===== config.mk =====
export PLATFORM = sky130hd
export DESIGN_NAME = instr_fetch_unit
export DESIGN_NICKNAME = d
export VERILOG_FILES = /design/src/rtl/instr_fetch_unit.sv
export SDC_FILE = /design/constraint.sdc
export NUM_CORES = 1
export LEC_CHECK = 0
export CAP_MARGIN = 40
export CORE_MARGIN = 1
export CORE_UTILIZATION = 43
export DETAILED_ROUTE_END_ITERATION = 6
export PLACE_DENSITY_LB_ADDON = 0.08
export SLEW_MARGIN = 20
export SYNTH_ARGS = -nofsm -noshare
export SYNTH_HDL_FRONTEND = slang
export SYNTH_SLANG_ARGS = --single-unit

===== constraint.sdc =====
create_clock -name clk -period 5.2 [get_ports clk]
set_input_delay 0.52 -clock clk [delete_from_list [all_inputs] [get_ports clk]]
set_output_delay 0.52 -clock clk [all_outputs]
set_load 0.05 [all_outputs]

===== src/rtl/instr_fetch_unit.sv =====
// Program counter owner and instruction ROM driver; optional PC range check via PC_BOUNDS_CHECK_EN.
// Latency: i_bus shows ROM[pc] the cycle after each increment/load; one BOOT cycle after reset.
// Backpressure: none; control inputs act every RUN cycle, ignored in BOOT and HALT.
module instr_fetch_unit #(
  parameter logic [15:0] RESET_PC   = 16'h0000,
  parameter int          ADDR_W     = 16,
  parameter int          PROG_WORDS = 65536
) (
  input  logic              clk,
  input  logic              rst_n,
  input  logic              pc_increment,
  input  logic              pc_load,
  input  logic [15:0]       d_bus,
  output logic [ADDR_W-1:0] rom_addr,
  output logic              rom_en,
  input  logic [15:0]       rom_data,
  output logic [15:0]       i_bus,
  output logic              i_valid,
  output logic [15:0]       pc,
  output logic [15:0]       jump_count,
  output logic              fault
);

  typedef enum logic [1:0] {BOOT, RUN, HALT} state_t;

`ifdef PC_BOUNDS_CHECK_EN
  localparam bit BOUNDS_EN = 1'b1;
`else
  localparam bit BOUNDS_EN = 1'b0;
`endif
  localparam logic [16:0] PROG_LIM = 17'(PROG_WORDS);

  state_t      state, state_nxt;
  logic [15:0] pc_q, pc_cand, pc_d, jc_q;
  logic        oob, jc_inc;

  // Load wins over increment; increment wraps naturally at 16 bits.
  always_comb begin
    pc_cand = pc_q;
    if (pc_load)
      pc_cand = d_bus;
    else if (pc_increment)
      pc_cand = pc_q + 16'd1;
  end

  assign oob = BOUNDS_EN && ({1'b0, pc_cand} >= PROG_LIM);

  always_comb begin
    state_nxt = state;
    pc_d      = pc_q;
    jc_inc    = 1'b0;
    case (state)
      BOOT: state_nxt = RUN;
      RUN: begin
        if (oob) begin
          state_nxt = HALT;
        end else begin
          pc_d   = pc_cand;
          jc_inc = pc_load;
        end
      end
      HALT: state_nxt = HALT;
      default: state_nxt = BOOT;
    endcase
  end

  always_ff @(posedge clk or negedge rst_n) begin
    if (!rst_n) begin
      state <= BOOT;
      pc_q  <= RESET_PC;
      jc_q  <= 16'h0000;
    end else begin
      state <= state_nxt;
      pc_q  <= pc_d;
      if (jc_inc && (jc_q != 16'hFFFF))
        jc_q <= jc_q + 16'd1;
    end
  end

  // The ROM registers the address of the PC being committed, so its data lines up with pc next cycle.
  assign rom_addr   = pc_d[ADDR_W-1:0];
  assign rom_en     = (state != HALT);
  assign i_valid    = (state == RUN);
  assign i_bus      = i_valid ? rom_data : 16'hFFFF;
  assign pc         = pc_q;
  assign jump_count = jc_q;

`ifdef PC_BOUNDS_CHECK_EN
  assign fault = (state == HALT);
`else
  assign fault = 1'b0;
`endif

endmodule


==> impl_metrics.yaml <==
outcome:
  outcome: "finished with violations"
  violations: "DRC"
synth:
  synthArstFlopShare_pct: 100
  netlist_area_um2: 2040
  synth_xor_area_share_pct: 6.01
  ys_warn_count: 0
  syn_nets: 264
  yosysUniqueCellTypes: 50
  postSynthAreaPerCell_um2: 9.03
  synth_compound_area_share_pct: 16.6
  synth_edf_count: 0
  synthSimpleGateAreaFrac_pct: 28.3
  synth_top_family_by_area: "simple AND/OR/NAND/NOR gates"
  ys_seq_area_share_pct: 41.7
  synthAdderAreaFrac_pct: 1.23
  synthMuxAreaShare_pct: 1.72
  syn_inst: 226
  ys_seq_elements: 34
  synthFlopType: "dfrtp_1"
die:
  die_w_um: 70.9
  core-area_um2: 4440
  die_area_um2: 5030
  placementRows: 24
  initial_core_util_pct: 45.9
  die_y_um: 70.9
  num_io_pins: 103
global_route:
  grt_antenna_before_repair: 0
  grt.overflow.total: 0
  grt_pass1_wl_um: 9720
  grt_max_degree: 35
  gr-usage-all-layers_pct: 24.6
  grt_pass1_vias: 1966
setup_path:
  critPathKind: "primary input to output pin"
  critPathCaptureType: "output pin"
  worst-r2r-setup-slack_ns: 3.17
  reg2reg_from: "state[1]$_DFFE_PN0N_"
  cp_data_arrival_time_ns: 3.19
  cp_max_fo: 10
  rr_endpoint: "jump_count[1]$_DFFE_PN0P_"
  worstPathRequired_ns: 4.68
  start_kind: "primary input"
  crit_start: "pc_increment"
  rr_worst_depth: 7
detailed_routing:
  detail-route-antenna-nets: 0
  vias: 2202
  wl_per_cell_um: 16.1
  dr.pass1.iters: 7
  vias_per_cell: 5.83
  finalWirelength_um: 6100
  drc: 26
  first_iter_violations: 212
power_and_ir_drop:
  p_sw_share_pct: 40.9
  internal_power_uw: 659
  p_leak_nw: 1.36
  clockPowerShare_pct: 26.5
  power_frac_seq_pct: 32.8
  p_sw_uw: 456
  power_density_nw_per_um2: 343
  p_comb_share_pct: 40.6
  peakVddDrop_mv: 0.170
final_layout:
  num_antenna_cells: 0
  fin_nets: 363
  drive_above_1_share_pct: 5.83
  syn_to_final_growth_pct: 59.1
  fill_cells: 362
sta:
  whs_ns: 0.439
  worst_slew_pin_slew_ns: 0.614
  hold_violations: 0
  fin_skew_ns: 0.00244
  maxSlewHeadroom_pct: 58.8
  clock.fmax_ghz: 0.270
  slew_violations: 0
  min_period_over_period_pct: 71.3
  grt_setup_unrepaired: "false"
  final.min_clock_period_ns: 3.71
  setup-violations-final: 0
  fin_tns_setup_ns: 0
placed_design:
  gp_congestion: 0.906
  io_buffers: 101
  place_hpwl_um: 4380
clock_network:
  path_clk_slew_ns: 0.07
  cts_root_buffer: "clkbuf_8"
  cts.path.max_buffers: 2
  htreeDepth: 2
  cts_made_buffers: 5
  hold_buffers: 0
  post-cts-setup-buffers: 0
  post_cts_resized: 0
  cts.sink_count: 34
  clk_latency_ns: 0.29
  tritoncts: "done"
job:
  maxCapViolCount: 0
hold_path:
  hold_class: "register to register"
  hold_end: "state[0]$_DFFE_PN0N_"
  holdPathStages: 1
  min_from: "state[1]$_DFFE_PN0N_"
sequential cells by signal, summed over array words and instances, names as in the netlist:
signal,cells
pc,16
state,2
jump_count,16
placed cells by master, fill, tap and decap left out, drive strengths merged, types with 2 or more instances in the layout:
cell	count
a211oi	2
a21oi	12
a22oi	2
a311oi	3
a32oi	2
and3	6
buf	4
bufinv	2
clkbuf	5
clkdlybuf4s50	101
dfrtp	34
ha	2
inv	8
mux2i	2
nand2	13
nand2b	17
nand3	12
nand3b	2
nand4	10
nor2	12
nor3	7
nor4	10
o211ai	2
o21a	2
o21ai	15
o22ai	3
or3	4
or4	3
xnor2	3
xor2	11
metrics by stage:
step	setup WS, ns	utilization [%]	power [mW]	instance area [um^2]	std cells
global route	1.37	73.1	1.16	3250	378
CTS	1.51	73.1	1.12	3250	378
detailed placement	1.55	70.0	0.820	3110	370
global placement	1.57	69.3	0.814	3080	369
finish	1.49	73.1	1.11	3250	378
floorplan	2.01	-	0.648	2040	226
area by class of cell:
type,count,area (um^2),share of cell area [%]
clock buffer,5,68.8,2.12
clock inverter,3,68.8,2.12
inverter,8,30.0,0.925
multi-input combinational,171,1100,34.0
sequential,34,851,26.2
tap,52,65.1,2.00
timing repair buffer,105,1060,32.7
worst max path at each step:
stage | to | slack, ns | cells after the start
2_1_floorplan | rom_addr[14] | 2.01 | 5
3_3_place_gp | rom_addr[9] | 1.57 | 6
3_5_place_dp | rom_addr[9] | 1.55 | 6
4_1_cts | rom_addr[9] | 1.51 | 6
5_1_grt | rom_addr[9] | 1.37 | 6
6_report | rom_addr[9] | 1.49 | 6
cell usage after synthesis, types with 4 or more instances:
cell       n  area share, %
nor4_1     9            2.8
nand2_1   12            2.2
a21oi_1   11            2.7
nand2b_1  17            5.2
dfrtp_1   34             42
or3_1      4            1.2
and3_1     6            1.8
nor2_1    12            2.2
nor3_1     7            1.7
xor2_1    11            4.7
o21ai_0   15            3.7
nand3_1   11            2.7
inv_1      8            1.5
nand4_1    9            2.8
clkbuf_1   9            1.7
power by group through the flow:
stage | sequential, mW | clock, mW | combinational, mW
2_1_floorplan | 0.481 | 0 | 0.167
3_3_place_gp | 0.367 | 0 | 0.448
3_5_place_dp | 0.368 | 0 | 0.452
4_1_cts | 0.365 | 0.301 | 0.455
5_1_grt | 0.373 | 0.309 | 0.474
6_report | 0.366 | 0.296 | 0.453
worst max-delay path: stages:
cell and delay (ns):
clkdlybuf4s50_1 0.67, nand4_2 0.30, or4_4 0.49, a21o_1 0.19, a221o_1 0.31, clkdlybuf4s50_1 0.71
logic make-up after synthesis:
logic type               count (synthesis)
flip-flops                              34
buffers and inverters                   21
AND/OR/NAND/NOR                         99
other                                    1
AO/OA/AOI/OAI                           52
multiplexers                             3
XOR/XNOR                                14
adder cells (fa/ha/maj)                  2
metal layers:
layer / up-vias / part of all wire, % / global-route usage, %
li1: 1032 / - / -
met2: 130 / 46 / 40.0
met4: 0 / 0.62 / 5.56
met5: - / 0 / 0
met3: 4 / 11 / 6.27
met1: 1036 / 42 / 33.4
Power figures use the tool's default switching activity.
